==> config.mk <==
export PLATFORM = sky130hd
export DESIGN_NAME = led_scanner_flat
export DESIGN_NICKNAME = d
export VERILOG_FILES = /design/src/rtl/led_scanner_pkg.sv /design/src/rtl/led_scanner_if.sv /design/src/rtl/tick_prescaler.sv /design/src/rtl/led_scanner.sv /design/src/flat_wrapper.sv
export SDC_FILE = /design/constraint.sdc
export NUM_CORES = 1
export LEC_CHECK = 0
export BUFFER_PORTS_ARGS = -buffer_cell sky130_fd_sc_hd__buf_2
export CORE_MARGIN = 2
export CORE_UTILIZATION = 45
export CTS_BUF_LIST = sky130_fd_sc_hd__clkbuf_4 sky130_fd_sc_hd__clkbuf_8 sky130_fd_sc_hd__clkbuf_16
export DETAILED_ROUTE_END_ITERATION = 10
export PLACE_DENSITY = 0.72
export SYNTH_ARGS = -nofsm -noshare
export SYNTH_HDL_FRONTEND = slang
export SYNTH_SLANG_ARGS = --single-unit
==> constraint.sdc <==
create_clock -name CLOCK_50 -period 2.8 [get_ports CLOCK_50]
set_clock_uncertainty 0.15 [all_clocks]
set_input_delay 0.56 -clock CLOCK_50 [delete_from_list [all_inputs] [get_ports CLOCK_50]]
set_output_delay 0.56 -clock CLOCK_50 [all_outputs]
set_load 0.005 [all_outputs]
==> src/rtl/led_scanner_pkg.sv <==
// Shared encodings and sizing helpers for the LED bar scanner and its prescaler.
package led_scanner_pkg;

    localparam logic [1:0] MODE_BOUNCE = 2'd0;
    localparam logic [1:0] MODE_ROT_L  = 2'd1;
    localparam logic [1:0] MODE_ROT_R  = 2'd2;
    localparam logic [1:0] MODE_HOLD   = 2'd3;

    localparam logic DIR_UP   = 1'b1;
    localparam logic DIR_DOWN = 1'b0;

    // Counter/index width that never collapses to zero bits for n <= 1.
    function automatic int min1_clog2(input int n);
        return (n <= 2) ? 1 : $clog2(n);
    endfunction

endpackage

==> src/rtl/led_scanner_if.sv <==
// Control and display bundle between the board-level driver and the scanner core.
interface led_scanner_if
    import led_scanner_pkg::*;
#(
    parameter int NUM_LEDS = 10
);
    localparam int POS_W = min1_clog2(NUM_LEDS);

    logic                enable;
    logic [1:0]          mode;
    logic [NUM_LEDS-1:0] LEDR;
    logic [POS_W-1:0]    pos;
    logic                dir;
    logic                step_pulse;

    modport master (
        output enable, mode,
        input  LEDR, pos, dir, step_pulse
    );

    modport slave (
        input  enable, mode,
        output LEDR, pos, dir, step_pulse
    );

endinterface

==> src/rtl/tick_prescaler.sv <==
// Single-cycle clock-enable generator: one tick every TICK_DIV cycles while run is high.
module tick_prescaler
    import led_scanner_pkg::*;
#(
    parameter int TICK_DIV = 4
) (
    input  logic CLOCK_50,
    input  logic reset,
    input  logic run,
    output logic tick
);
    localparam int                CNT_W    = min1_clog2(TICK_DIV);
    localparam logic [CNT_W-1:0]  CNT_LAST = CNT_W'(TICK_DIV - 1);

    logic [CNT_W-1:0] cnt_q;

    assign tick = run && (cnt_q == CNT_LAST);

    // NOTE: sequential state uses non-blocking assignments so every register samples pre-edge values.
    always_ff @(posedge CLOCK_50 or posedge reset) begin
        if (reset)
            cnt_q <= '0;
        else if (!run || tick)
            cnt_q <= '0;
        else
            cnt_q <= cnt_q + 1'b1;
    end

endmodule

==> src/rtl/led_scanner.sv <==
// Knight-Rider style LED bar scanner: moving head with optional tail in bounce/rotate/hold modes.
module led_scanner
    import led_scanner_pkg::*;
#(
    parameter int NUM_LEDS = 10,
    parameter int TICK_DIV = 4,
    parameter int TAIL_LEN = 1
) (
    input  logic          CLOCK_50,
    input  logic          reset,
    led_scanner_if.slave  bus
);
    localparam int                  POS_W    = min1_clog2(NUM_LEDS);
    localparam logic [POS_W-1:0]    POS_LAST = POS_W'(NUM_LEDS - 1);
    localparam logic [NUM_LEDS-1:0] LED_ONE  = NUM_LEDS'(1);

    logic             run;
    logic             tick;
    logic [POS_W-1:0] pos_q, pos_d;
    logic             dir_q, dir_d;
    logic             step_q;
    logic             wrap_q;

    assign run = bus.enable && (bus.mode != MODE_HOLD);

    tick_prescaler #(
        .TICK_DIV (TICK_DIV)
    ) u_prescaler (
        .CLOCK_50 (CLOCK_50),
        .reset    (reset),
        .run      (run),
        .tick     (tick)
    );

    // NOTE: every always_comb output gets a default first so no path leaves it unassigned (no latch).
    always_comb begin
        pos_d = pos_q;
        dir_d = dir_q;
        case (bus.mode)
            MODE_BOUNCE: begin
                if (dir_q == DIR_UP) begin
                    if (pos_q == POS_LAST) begin
                        pos_d = POS_LAST - 1'b1;
                        dir_d = DIR_DOWN;
                    end else begin
                        pos_d = pos_q + 1'b1;
                    end
                end else begin
                    if (pos_q == '0) begin
                        pos_d = POS_W'(1);
                        dir_d = DIR_UP;
                    end else begin
                        pos_d = pos_q - 1'b1;
                    end
                end
            end
            MODE_ROT_L: begin
                dir_d = DIR_UP;
                pos_d = (pos_q == POS_LAST) ? '0 : pos_q + 1'b1;
            end
            MODE_ROT_R: begin
                dir_d = DIR_DOWN;
                pos_d = (pos_q == '0) ? POS_LAST : pos_q - 1'b1;
            end
            default: ;
        endcase
    end

    // wrap_q remembers whether the last step was a rotate step, so tail wrapping follows the sampled mode.
    always_ff @(posedge CLOCK_50 or posedge reset) begin
        if (reset) begin
            pos_q  <= '0;
            dir_q  <= DIR_UP;
            step_q <= 1'b0;
            wrap_q <= 1'b0;
        end else begin
            step_q <= tick;
            if (tick) begin
                pos_q  <= pos_d;
                dir_q  <= dir_d;
                wrap_q <= (bus.mode == MODE_ROT_L) || (bus.mode == MODE_ROT_R);
            end
        end
    end

    // Tail bits trail behind the head; outside the bar they wrap in rotate modes, else are dropped.
    always_comb begin
        int  idx;
        logic wrap_en;
        wrap_en  = wrap_q && (bus.mode != MODE_HOLD);
        bus.LEDR = LED_ONE << pos_q;
        for (int k = 1; k < TAIL_LEN; k++) begin
            idx = (dir_q == DIR_UP) ? int'(pos_q) - k : int'(pos_q) + k;
            if (idx >= 0 && idx < NUM_LEDS)
                bus.LEDR = bus.LEDR | (LED_ONE << unsigned'(idx));
            else if (wrap_en && idx < 0)
                bus.LEDR = bus.LEDR | (LED_ONE << unsigned'(idx + NUM_LEDS));
            else if (wrap_en)
                bus.LEDR = bus.LEDR | (LED_ONE << unsigned'(idx - NUM_LEDS));
        end
    end

    assign bus.pos        = pos_q;
    assign bus.dir        = dir_q;
    assign bus.step_pulse = step_q;

    pos_in_range: assert property (@(posedge CLOCK_50) disable iff (reset) pos_q <= POS_LAST);

endmodule

==> src/flat_wrapper.sv <==
// flat-port wrapper written by rule: the top's interface ports become plain ports
module led_scanner_flat import led_scanner_pkg::*;
#(
    parameter int NUM_LEDS = 10,
    parameter int TICK_DIV = 4,
    parameter int TAIL_LEN = 1
)
  (CLOCK_50, reset, bus_enable, bus_mode, bus_LEDR, bus_pos, bus_dir, bus_step_pulse);
  led_scanner_if #(.NUM_LEDS(NUM_LEDS)) bus_i ();
  input  logic CLOCK_50;
  input  logic reset;
  input wire logic [$bits(bus_i.enable)-1:0] bus_enable;
  input wire logic [$bits(bus_i.mode)-1:0] bus_mode;
  output wire logic [$bits(bus_i.LEDR)-1:0] bus_LEDR;
  output wire logic [$bits(bus_i.pos)-1:0] bus_pos;
  output wire logic [$bits(bus_i.dir)-1:0] bus_dir;
  output wire logic [$bits(bus_i.step_pulse)-1:0] bus_step_pulse;
  assign bus_i.enable = bus_enable;
  assign bus_i.mode = bus_mode;
  assign bus_LEDR = bus_i.LEDR;
  assign bus_pos = bus_i.pos;
  assign bus_dir = bus_i.dir;
  assign bus_step_pulse = bus_i.step_pulse;
  led_scanner #(.NUM_LEDS(NUM_LEDS), .TICK_DIV(TICK_DIV), .TAIL_LEN(TAIL_LEN)) u_core (.CLOCK_50(CLOCK_50), .reset(reset), .bus(bus_i));
endmodule
Yosys cells after proc, flatten, opt, wreduce, memory -nomap -nowiden --
Cells that the tools add are included.
Operators by class: eq/ne operators 5, shifts and indexed selects 1, add/subtract/negate cells 3, reductions and logical operators 8, multiplexer cells 11
Operators with widths (number):
- $mux W4 | 5
- $pmux W4 S3 | 1
- $shl A1 B4 Y10 const A | 1
- $add A4 B1 Y4 const B | 1
- $eq A2 B2 Y1 const B | 2
- $eq A4 B4 Y1 const B | 1
- $logic_not A4 Y1 | 1
- $sub A4 B1 Y4 const B | 1
- $mux W1 | 3
- $pmux W1 S3 | 1
- $reduce_bool A3 Y1 | 1
- $add A2 B1 Y2 const B | 1
- $eq A2 B1 Y1 const B | 1
- $logic_and A1 B1 Y1 | 2
- $logic_not A2 Y1 | 1
- $mux W2 | 1
- $ne A2 B2 Y1 const B | 1
- $reduce_and A2 Y1 | 1
- $logic_not A1 Y1 | 1
- $logic_or A1 B1 Y1 | 1
Storage, ports and cells: bits in registers 8, output and inout port bits 16, logic and storage cells 32, bits of input ports 5

Logic depth before layout (Yosys ltp) --
word-level depth 5, gate-level depth with buffers 7

Hierarchy --
Synthesis repeated with hierarchy kept, for this count alone.
Unflattened totals: cell total of the unflattened synthesis 96, area, all modules 775.7 µm²
Modules (own cells, without submodules):
- led_scanner | area each 680.7 µm², times used 1, sequential area each 151.4 µm², cells an instance 89
- tick_prescaler | area each 95.1 µm², times used 1, sequential area each 50.0 µm², cells an instance 7

Worst setup path before layout --
Ideal clock, no wire load.
path type in2reg, from in bus_mode[0], to reg u_core.pos_q[2], in the netlist u_core.bus.pos[2], required time 2.571 ns, slack 0.930 ns, library setup time 0.079 ns, buffers on the path 1, data arrival time 1.641 ns, cell stages on the path 7, cell sequence inv_1 > ha_1 > buf_2 > mux2i_1 > or2_1 > o221ai_1 > a21boi_1
Between the ends: cells in the longest elaborated chain, start to end 4, elaborated cells on any way between the ends 9, those cells by class 3 x eq/ne; 1 x mux; 5 x reduce/logical
RTL lines:
- from (decl) | RTL line flat_wrapper.sv:13 | input wire logic [$bits(bus_i.mode)-1:0] bus_mode;
- $ne A2 B2 Y1
- $logic_and A1 B1 Y1 | RTL line led_scanner.sv:24 | assign run = bus.enable && (bus.mode != MODE_HOLD);
- $logic_and A1 B1 Y1 | RTL line tick_prescaler.sv:17 | assign tick = run && (cnt_q == CNT_LAST);
- $reduce_and A2 Y1 (no source line)
- to (signal assigned) | RTL line led_scanner.sv:79 | pos_q <= pos_d;
- to (decl) | RTL line led_scanner.sv:19 | logic [POS_W-1:0] pos_q, pos_d;
Parallel ways exist; a longest one is shown, timed or not. A chain may end at the register's enable or synchronous reset.

Final worst setup path --
from reg u_core.pos_q[0], in the netlist u_core.bus.pos[0], to out bus_LEDR[3]
Between the ends: cells in the longest elaborated chain, start to end 1
RTL lines:
- $shl A1 B4 Y10 | RTL line led_scanner.sv:91 | bus.LEDR = LED_ONE << pos_q;
- to (decl) | RTL line flat_wrapper.sv:14 | output wire logic [$bits(bus_i.LEDR)-1:0] bus_LEDR;
Every way passes these cells.

==> results.toml <==
[final_layout]
design.final.nets = 118
multi_input_comb_area_um2 = 478
num_antenna_cells = 0
final_cells = 120
area_growth_syn_to_layout_pct = 17.3
layout-drive-gt1-share_pct = 29.8
filler_cell_count = 138
area.sequential_um2 = 201
layout.core_utilization_pct = 56.8

[setup_path]
worst-setup-path-type = "flop to output pin"
path_buf_inv = 2
critical_path_required_ps = 2090
timing.critical_path.from_type = "flop"
setup.worst_path.end_class = "output pin"
worst_ep_arrival_time_ps = 1560
crit_chain = "nand2_1, inv_1, ha_1, nor2b_1, buf_2"
path_delay_family = "flip-flops"
critical_path.max_stage_delay_ps = 630
critical-path-slowest-cell = "sky130_fd_sc_hd__dfrtp_1"
crit_fanout = 15

[logic_synthesis]
postSynthRegisterBits = 8
synth_commonest_cells = "sky130_fd_sc_hd__ha_1 (8), sky130_fd_sc_hd__nor2b_1 (8), sky130_fd_sc_hd__dfrtp_1 (7)"
synth.yosys.warnings = 0
seq_area_frac_synth_pct = 27.6
synth_async_sr_flop_share_pct = 100
mappedNetlistNets = 98
syn_area_um2 = 729
yosys.area.top_type_share_pct = 24.0
synth.top_cells.by_area = "sky130_fd_sc_hd__dfrtp_1 (24%), sky130_fd_sc_hd__ha_1 (14%), sky130_fd_sc_hd__nor2b_1 (6.9%)"
yosys.area.top_type = "sky130_fd_sc_hd__dfrtp_1"
gate_count_post_synth = 85
avgSynthCellArea_um2 = 8.58
synthDistinctLibCells = 38
postSynth.topFlopCell = "sky130_fd_sc_hd__dfrtp_1"
synth_edf_count = 0

[clock_network]
cts.sink_count = 8
cts_buffers = 3
path_clk_slew_ps = 60
htree_levels = 1
cts_post_setup_buffers_inserted = 0
cts.path.max_buffers = 2
cts_tree = "done"
clk_root_buffer_cell = "sky130_fd_sc_hd__clkbuf_4"
worstSkewPairLatency_ps = 260
postCtsResizedCells = 0
cts_hold_buffers = 0

[grt]
grt_overflow = 0
number_of_antenna_violations_at_the_first_check_in_global_routing = 0
grt_first_pass_wirelength_mm = 2.60
maximum_number_of_pins_on_one_net_before_global_route_repair = 18
grt_util_all_layers_pct = 18.0
via_count_of_the_first_global_routing_pass = 633

[sta]
number_of_max_slew_violations_in_the_final_report = 0
tightestPinTransition_ps = 485
setup_tns_after_final_layout_ps = 0
max_clk_rate_mhz = 441
grt_setup_unrepaired = "false"
finalSetupViolCount = 0
layout_worst_path_cycle_share_pct = 81.0
layout_min_cycle_time_ps = 2270
relative_slew_margins_pct = 67.6
report.final.hold_viol_count = 0

[power_and_ir_drop]
power-per-cell-area_mw_per_mm2 = 537
peakVddDrop_uv = 373
reported_leakage_power_nw = 0.434

[flow_run]
max_capacitance_violation_total = 0

[drt]
drt_iter0_markers = 10
routed_wl_mm = 1.54
drt_pre_antenna_iters = 4
dr_total_vias = 680
final_antenna_net_count = 0
route.detailed.vias_per_inst = 5.67
detail_route.wl_per_cell_um = 12.9
detail_route.drc_violations = 0

[floorplan]
die_y_um = 44.3
placeable_core_region_mm2 = 0.00151
floorplan.initialDensity_pct = 48.4
ioPinCount = 21
number_of_rows_created_at_floorplan = 14
die_area_mm2 = 0.00196
die_w_um = 44.3

[outcome]
run_status = "finished clean"

[worst_hold_path]
hold_class = "input pin to asynchronous set/reset pin"

[placed_design]
place.gp.congestion = 0.808
dp_hpwl_mm = 1.12
buffer_ports.inserted = 20
placed_cells_incl_taps = 116
metrics by stage:
| step | setup WS [ps] | total power [mW] | area [µm²] | hold slack (ps) |
|---|---|---|---|---|
| finish | 533 | 0.460 | 856 | 82.0 |
| global route | 444 | 0.497 | 856 | 110 |
| CTS | 537 | 0.461 | 856 | 86.0 |
| detailed placement | 691 | 0.352 | 826 | 289 |
| global placement | 699 | 0.350 | 826 | 292 |
| floorplan | 930 | 0.305 | 729 | 225 |
worst reg2reg max path: stages (launching register included):
cell and delay, ps:
sky130_fd_sc_hd__dfrtp_1 540, sky130_fd_sc_hd__or4_4 590, sky130_fd_sc_hd__o21ai_2 90, sky130_fd_sc_hd__a21oi_2 50
sky130_fd_sc_hd__a211o_1 270
final timing paths:
check,end,from,depth (start not counted),slack [ps]
max,bus_LEDR[3],u_core.bus.pos[0],5,530
max in group asynchronous,u_core.bus.dir,reset,2,2120
max reg2reg,u_core.bus.pos[1],u_core.bus.pos[2],4,980
min,u_core.bus.pos[3],reset,2,80
min reg2reg,u_core.u_prescaler.cnt_q[0],u_core.u_prescaler.cnt_q[0],1,300
min in group CLOCK_50,u_core.u_prescaler.cnt_q[0],u_core.u_prescaler.cnt_q[0],1,300
layer usage:
metal  track usage, %  wire length, µm  vias to the layer above
li1                 -                -                      340
met1             20.9              687                      326
met2             30.6              799                       14
met3             5.31               56                        0
met4             7.88                0                        0
met5                0                0                        -
kinds of logic after synthesis:
logic type	Yosys count	share of synthesized area (%)
and+or+nand+nor	36	29.3
AOI/OAI and AO/OA	20	21.1
buffers and inverters	12	6.86
adders and majority gates	8	13.7
DFF	8	27.6
muxes	1	1.37
cells in the final DEF, fill, tap and decap left out, drive strengths merged, types with 2 or more instances in the layout:
cell type and count:
nand2b 2, nor3 3, or2 2, dfrtp 7
nor2b 8, buf 20, o221ai 2, o21ai 4
nand2 6, nand3 2, ha 8, a21oi 4
nor2 6, clkbuf 4, nor4b 2, inv 7
flip-flops by register name (all words and copies together), names as in the netlist:
name / cells
u_core.u_prescaler.cnt_q: 2
u_core.bus.dir: 1
u_core.bus.step_pulse: 1
u_core.bus.pos: 4
report_power, final:
group,internal (mW),leakage (nW),switching (mW)
Combinational,0.0726,0.324,0.0752
Clock,0.0645,0.0184,0.0435
Sequential,0.139,0.0915,0.0648
final cells by class:
class                      instances  area share (%)
multi-input combinational         65            55.8
sequential                         8            23.5
inverter                           7            3.07
timing repair buffer              20            11.7
clock buffer                       4            3.51
tap                               16            2.34
No activity file was read; power rests on OpenSTA's default activity.
